===== config.mk =====
export PLATFORM = sky130hd
export DESIGN_NAME = host_frame_rebuild
export DESIGN_NICKNAME = d
export VERILOG_FILES = /design/src/rtl/host_frame_rebuild.sv
export SDC_FILE = /design/constraint.sdc
export NUM_CORES = 1
export LEC_CHECK = 0
export ABC_AREA = 1
export CORE_ASPECT_RATIO = 0.6
export CORE_MARGIN = 3
export CORE_UTILIZATION = 47
export CTS_BUF_LIST = sky130_fd_sc_hd__clkbuf_4 sky130_fd_sc_hd__clkbuf_8 sky130_fd_sc_hd__clkbuf_16
export DETAILED_ROUTE_END_ITERATION = 12
export GPL_ROUTABILITY_DRIVEN = 0
export PLACE_DENSITY_LB_ADDON = 0.15
export SYNTH_ARGS = -nofsm -noshare
export SYNTH_HDL_FRONTEND = slang
export SYNTH_SLANG_ARGS = --single-unit
export TNS_END_PERCENT = 100

===== constraint.sdc =====
create_clock -name i_clk -period 9.66 [get_ports i_clk]
set_clock_uncertainty 0.2 [all_clocks]
set_input_delay 0.966 -clock i_clk [delete_from_list [all_inputs] [get_ports i_clk]]
set_output_delay 0.966 -clock i_clk [all_outputs]
set_load 0.02 [all_outputs]

===== src/rtl/host_frame_rebuild.sv =====
// host_frame_rebuild: rebuilds host-bound frames from inverse-mapped fragments.
// For each lookup result it fetches the fragment from the packet buffer and
// prepends a 16B metadata word. On first fragments the TSN tag is overwritten
// with the real DMAC; on middle/last fragments the leading header word is
// dropped. The result goes to the host FIFO, then the buffer is released.
//
// Metadata timing:
//   * replace=1 (first fragment): the frame can no longer be dropped once the
//     read is issued, so metadata is sent together with the read request.
//   * replace=0: the first buffer word is discarded anyway, so metadata takes
//     its slot. If that word is also the tail, the fragment is metadata-only
//     and is dropped, and the metadata is never sent.
//   Either way a dropped frame never produces output, and all outputs stay in
//   order without an extra holding buffer.
module host_frame_rebuild #(
    parameter int DATA_W  = 134,
    parameter int BUFID_W = 9,
    parameter int CNT_W   = 16
) (
    input  logic               i_clk,
    input  logic               i_rst,
    input  logic [47:0]        iv_dmac,
    input  logic [BUFID_W-1:0] iv_bufid,
    input  logic               i_lookup_table_match_flag,
    input  logic               i_dmac_replace_flag,
    input  logic               i_descriptor_wr,
    output logic               o_descriptor_ready,
    output logic [BUFID_W-1:0] ov_pkt_rd_bufid,
    output logic               o_pkt_rd,
    input  logic [DATA_W-1:0]  iv_pkt_data,
    input  logic               i_pkt_data_wr,
    output logic [BUFID_W-1:0] ov_free_bufid,
    output logic               o_free_bufid_wr,
    input  logic               i_fifo_afull,
    output logic [DATA_W-1:0]  ov_data,
    output logic               o_data_wr,
    output logic [CNT_W-1:0]   ov_frame_cnt,
    output logic [CNT_W-1:0]   ov_drop_cnt
);

    // Field positions inside a packet word
    localparam int TAIL_BIT = DATA_W - 1;
    localparam int HEAD_BIT = DATA_W - 2;
    localparam int DMAC_HI  = 127;
    localparam int DMAC_LO  = 80;
    localparam int MBUF_HI  = 79;
    localparam int MREP_BIT = MBUF_HI - BUFID_W;

    typedef enum logic [2:0] {
        S_IDLE,
        S_REQ,
        S_FIRST,
        S_BODY,
        S_DROP,
        S_RELEASE
    } state_t;

    state_t              r_state;
    logic [47:0]         r_dmac;
    logic [BUFID_W-1:0]  r_bufid;
    logic                r_match;
    logic                r_replace;
    logic                r_fwd;        // frame has produced output -> counts as forwarded
    logic                r_ready;
    logic                r_pkt_rd;
    logic [BUFID_W-1:0]  r_rd_bufid;
    logic                r_free_wr;
    logic [BUFID_W-1:0]  r_free_bufid;
    logic [DATA_W-1:0]   r_data;
    logic                r_data_wr;
    logic [CNT_W-1:0]    r_frame_cnt;
    logic [CNT_W-1:0]    r_drop_cnt;

    // Descriptor fields: straight from the inputs in IDLE (accept and issue
    // in the same cycle), from the latched copy otherwise.
    logic                w_in_idle;
    logic [47:0]         w_sel_dmac;
    logic [BUFID_W-1:0]  w_sel_bufid;
    logic                w_sel_match;
    logic                w_sel_replace;
    logic                w_tail;
    logic                w_frame_state;
    logic [DATA_W-1:0]   w_meta;
    logic [DATA_W-1:0]   w_repl_word;

    assign w_in_idle     = (r_state == S_IDLE);
    assign w_sel_dmac    = w_in_idle ? iv_dmac                   : r_dmac;
    assign w_sel_bufid   = w_in_idle ? iv_bufid                  : r_bufid;
    assign w_sel_match   = w_in_idle ? i_lookup_table_match_flag : r_match;
    assign w_sel_replace = w_in_idle ? i_dmac_replace_flag       : r_replace;
    assign w_tail        = iv_pkt_data[TAIL_BIT];
    assign w_frame_state = (r_state == S_FIRST) || (r_state == S_BODY) ||
                           (r_state == S_DROP);

    // Metadata word: head flag, zero invalid bytes, dmac, bufid, replace flag
    always_comb begin
        w_meta                    = '0;
        w_meta[TAIL_BIT:HEAD_BIT] = 2'b01;
        w_meta[DMAC_HI:DMAC_LO]   = w_sel_dmac;
        w_meta[MBUF_HI -: BUFID_W] = w_sel_bufid;
        w_meta[MREP_BIT]          = w_sel_replace;
    end

    // First word of a first fragment: tag replaced by dmac, head flag cleared
    always_comb begin
        w_repl_word                  = iv_pkt_data;
        w_repl_word[DMAC_HI:DMAC_LO] = r_dmac;
        w_repl_word[HEAD_BIT]        = 1'b0;
    end

    // Control FSM with registered outputs
    always_ff @(posedge i_clk or posedge i_rst) begin
        if (i_rst) begin
            r_state      <= S_IDLE;
            r_dmac       <= '0;
            r_bufid      <= '0;
            r_match      <= 1'b0;
            r_replace    <= 1'b0;
            r_fwd        <= 1'b0;
            r_ready      <= 1'b1;
            r_pkt_rd     <= 1'b0;
            r_rd_bufid   <= '0;
            r_free_wr    <= 1'b0;
            r_free_bufid <= '0;
            r_data       <= '0;
            r_data_wr    <= 1'b0;
            r_frame_cnt  <= '0;
            r_drop_cnt   <= '0;
        end else begin
            r_pkt_rd  <= 1'b0;
            r_data_wr <= 1'b0;
            r_free_wr <= 1'b0;

            case (r_state)
                S_IDLE, S_REQ: begin
                    if (r_state == S_REQ || i_descriptor_wr) begin
                        if (w_in_idle) begin
                            r_dmac    <= iv_dmac;
                            r_bufid   <= iv_bufid;
                            r_match   <= i_lookup_table_match_flag;
                            r_replace <= i_dmac_replace_flag;
                        end
                        r_ready <= 1'b0;
                        r_fwd   <= 1'b0;
                        if (i_fifo_afull) begin
                            r_state <= S_REQ;
                        end else begin
                            r_pkt_rd   <= 1'b1;
                            r_rd_bufid <= w_sel_bufid;
                            if (w_sel_match) begin
                                r_state <= S_FIRST;
                                if (w_sel_replace) begin
                                    r_data    <= w_meta;
                                    r_data_wr <= 1'b1;
                                    r_fwd     <= 1'b1;
                                end
                            end else begin
                                r_state <= S_DROP;
                            end
                        end
                    end
                end

                S_FIRST: begin
                    if (i_pkt_data_wr) begin
                        r_state <= S_BODY;
                        if (r_replace) begin
                            r_data    <= w_repl_word;
                            r_data_wr <= 1'b1;
                        end else if (!w_tail) begin
                            // header word discarded; metadata takes its slot
                            r_data    <= w_meta;
                            r_data_wr <= 1'b1;
                            r_fwd     <= 1'b1;
                        end
                    end
                end

                S_BODY: begin
                    if (i_pkt_data_wr) begin
                        r_data    <= iv_pkt_data;
                        r_data_wr <= 1'b1;
                    end
                end

                S_DROP: begin
                    // fetched words are swallowed until the tail
                end

                S_RELEASE: begin
                    if (r_fwd) r_frame_cnt <= r_frame_cnt + CNT_W'(1);
                    else       r_drop_cnt  <= r_drop_cnt + CNT_W'(1);
                    r_ready <= 1'b1;
                    r_state <= S_IDLE;
                end

                default: begin
                    r_ready <= 1'b1;
                    r_state <= S_IDLE;
                end
            endcase

            // Tail in any data-phase state: release the buffer next cycle
            if (w_frame_state && i_pkt_data_wr && w_tail) begin
                r_state      <= S_RELEASE;
                r_free_wr    <= 1'b1;
                r_free_bufid <= r_bufid;
            end
        end
    end

    assign o_descriptor_ready = r_ready;
    assign ov_pkt_rd_bufid    = r_rd_bufid;
    assign o_pkt_rd           = r_pkt_rd;
    assign ov_free_bufid      = r_free_bufid;
    assign o_free_bufid_wr    = r_free_wr;
    assign ov_data            = r_data;
    assign o_data_wr          = r_data_wr;
    assign ov_frame_cnt       = r_frame_cnt;
    assign ov_drop_cnt        = r_drop_cnt;

endmodule


==> flow_metrics.env <==
export IMPL_synth_net_count=1903
export IMPL_num_fill_cells=2214
export IMPL_timing_worst_slew_pin_value_ns=1.24
export IMPL_maxClockFrequency_mhz=248
export IMPL_floorplan_die_width_um=216
export IMPL_placeableCoreArea_um2=25700
export IMPL_seq_power_share_pct=32.1
export IMPL_num_nets_final=2230
export IMPL_grtUsageTotal_pct=27.3
export IMPL_clk_path_buf_depth=3
export IMPL_synth_ff_type="dfrtp_1"
export IMPL_num_vias=12500
export IMPL_cts_buffers=25
export IMPL_remaining_drc_errors=0
export IMPL_layoutNonFillerInstCount=2403
export IMPL_pin_count=386
export IMPL_rsz0062_at_grt="no"
export IMPL_chipHeight_um=132
export IMPL_syn_avg_cell_area_um2=7.32
export IMPL_final_layout_size_suffix_gt1_share_pct=3.71
export IMPL_worst_rel_slew_slack_pct=17.4
export IMPL_worst_r2r_startpoint="r_state[0]"
export IMPL_static_leakage_nw=8.64
export IMPL_vias_in_the_first_global_route=11700
export IMPL_post_cts_resize_count=0
export IMPL_maxCapViolations=0
export IMPL_cts_root_buf="clkbuf_16"
export IMPL_multiInputGateArea_um2=5340
export IMPL_route_detailed_wl_per_inst_um=16.9
export IMPL_grt_first_pass_wirelength_um=63600
export IMPL_worstHoldPathCells=2
export IMPL_pwr_density_cell_nw_per_um2=317
export IMPL_worst_r2r_cell_count=10
export IMPL_totalWireLength_um=40700
export IMPL_internal_power_mw=3.16
export IMPL_drt_pass1_iter_count=5
export IMPL_yosys_cell_types_count=27
export IMPL_detailed_place_hpwl_um=27400
export IMPL_synthToLayoutAreaGrowth_pct=39.0
export IMPL_hold_viol=0
export IMPL_final_setup_tns_ns=0
export IMPL_die_area_um2=28600
export IMPL_clock_transition_at_the_register_clock_pins_on_the_worst_setup_and_hold_paths_after_cts_ns=0.06
export IMPL_final_hold_worst_slack_ns=0.288
export IMPL_syn_area_um2=12500
export IMPL_finalWorstSetupSlack_ns=5.63
export IMPL_worstSetupPathType="in2reg"
export IMPL_cp_required_ns=9.92
export IMPL_cts_max_level=1
export IMPL_clockPowerShare_pct=19.0
export IMPL_place_detailed_instances=2355
export IMPL_rows=45
export IMPL_vdd_ir_drop_max_uv=173
export IMPL_ff_to_ff_end="ov_data[126]"
export IMPL_post_cts_repair_setup_buffers=0
export IMPL_finalSetupViolCount=0
export IMPL_timing_critical_path_to_type="flop"
export IMPL_netlist_top_cells_area="dfrtp_1 50%, nand2_1 21%, nand3_1 8.0%"
export IMPL_cts_tree="done"
export IMPL_antenna_found_initial=7
export IMPL_hp_start="ov_free_bufid[1]"
export IMPL_placement_setup_worst_slack_ns=5.13
export IMPL_seq_area_um2=6280
export IMPL_yosys_register_bits=251
export IMPL_power_switching_share_pct=42.6
export IMPL_synth_async_reset_ratio_pct=100
export IMPL_pwr_share_comb_pct=49.0
export IMPL_detail_route_iter0_violations=975
export IMPL_run_status="completed"
export IMPL_critPathArrivalTime_ns=4.29
export IMPL_insertion_delay_ns=0.53
export IMPL_class_of_the_tightest_hold_or_removal_check="reg2reg"
export IMPL_rrSetupSlack_ns=5.84
export IMPL_maxSlewViolCount=0
export IMPL_routed_via_density=5.20
export IMPL_final_period_utilization_pct=41.8
export IMPL_post_synth_edffs=0
export IMPL_numPortBuffers=385
export IMPL_post_synth_top_area_fraction_pct=50.2
export IMPL_period_needed_ns=4.03
export IMPL_critPathMaxFanout=110
export IMPL_initial_core_util_pct=48.6
export IMPL_ys_warn_count=0
export IMPL_sinks_on_clock_net=251
export IMPL_grt_max_degree=116
export IMPL_hold_buffers=0
export IMPL_synthesis_instances=1703
export IMPL_synth_seq_area_share_pct=50.4
export IMPL_net_switching_power_mw=2.35
export IMPL_remaining_antenna_violation_count=0
export IMPL_hold_path_end="ov_free_bufid[1]"
export IMPL_overflow=0
export IMPL_launching_element_type_of_the_critical_path="input pin"
export IMPL_yosysTopAreaCell="dfrtp_1"
-- worst max-delay path by stage --
stage | from | endpoint | slack, ns | depth (start not counted)
6_report | i_fifo_afull | ov_data[126] | 5.63 | 7
5_1_grt | i_fifo_afull | ov_data[73] | 5.34 | 7
4_1_cts | i_fifo_afull | ov_data[126] | 5.67 | 7
3_5_place_dp | i_fifo_afull | ov_data[87] | 5.13 | 7
3_3_place_gp | i_fifo_afull | ov_data[130] | 5.16 | 7
2_1_floorplan | i_rst | o_data_wr | 1.60 | 1
-- power by group through the flow --
stage,Combinational [mW],Sequential (mW),Clock (mW)
global placement,2.63,1.76,0
CTS,2.70,1.76,1.06
detailed placement,2.69,1.77,0
floorplan,1.29,2.07,0
finish,2.70,1.76,1.04
global route,2.96,1.81,1.10
-- cells in the final DEF, fill, tap and decap left out, drive strengths merged --
master and n:
xnor2 7, nand3 200, o21bai 2, a31oi 57, nand2 716, diode 4, o21ai 46, nor2 177
clkbuf 34, and3 1, clkdlybuf4s50 385, inv 117, nand4 4, clkinvlp 1, clkinv 5, buf 13
dfrtp 250, nor3 4, dfstp 1, o211ai 3, bufinv 4, xor2 14, nand3b 4, ha 2
-- registers in the layout, indices dropped and copies added, names as in the netlist --
signal and cells:
ov_drop_cnt 16, r_replace 1, ov_frame_cnt 16, ov_pkt_rd_bufid 9
o_free_bufid_wr 1, o_pkt_rd 1, r_bufid 9, r_fwd 1
o_descriptor_ready 1, r_match 1, ov_data 134, r_state 3
o_data_wr 1, r_dmac 48, ov_free_bufid 9
-- critical path: stages --
cell             delay, ns
clkdlybuf4s50_1       0.72
nor2_2                0.31
nand2_4               0.48
nand2_4               0.48
buf_4                 0.93
nand2_1               0.14
nand2_1               0.12
-- synthesized netlist by cell type, types with 8 or more instances --
| cell | instances |
|---|---|
| nor2_1 | 173 |
| o21ai_1 | 10 |
| buf_2 | 40 |
| buf_4 | 8 |
| o21ai_0 | 36 |
| dfrtp_1 | 250 |
| inv_1 | 112 |
| clkbuf_1 | 45 |
| a31oi_1 | 57 |
| nand2_1 | 714 |
| nand3_1 | 200 |
| xor2_1 | 14 |
-- area by class of cell --
| class | instances | area share [%] |
|---|---|---|
| Tap cell | 352 | 2.54 |
| Inverter | 117 | 2.58 |
| Clock buffer | 34 | 4.11 |
| Multi-Input combinational cell | 1237 | 30.8 |
| Sequential cell | 251 | 36.2 |
| Antenna cell | 4 | 0.0577 |
| Timing Repair Buffer | 398 | 22.8 |
| Clock inverter | 10 | 0.902 |
-- cell families (layout without fill, tap and decap cells) --
logic type	Yosys count	count (layout)	synth area share [%]
AO/OA/AOI/OAI	108	108	5.05
XOR/XNOR	21	21	1.47
adder cells (fa/ha/maj)	2	2	0.201
buffers and inverters	215	559	7.17
flip-flops	251	251	50.4
other	0	4	0
AND/OR/NAND/NOR	1106	1106	35.7
-- metrics by stage --
step	power (mW)	util [%]	cell area (µm²)
finish	5.50	67.5	17300
global route	5.87	67.5	17300
CTS	5.52	67.5	17300
detailed placement	4.46	64.1	16500
global placement	4.39	64.1	16500
floorplan	3.37	-	12500
-- per-layer routing --
metal | global-route usage, % | share of wire, % | vias to the layer above
li1 | - | - | 6003
met3 | 6.49 | 8.1 | 74
met5 | 0 | 0.14 | -
met4 | 7.50 | 2.6 | 8
met2 | 43.5 | 46 | 483
met1 | 37.6 | 43 | 5924
No activity file was read; power rests on OpenSTA's default activity.
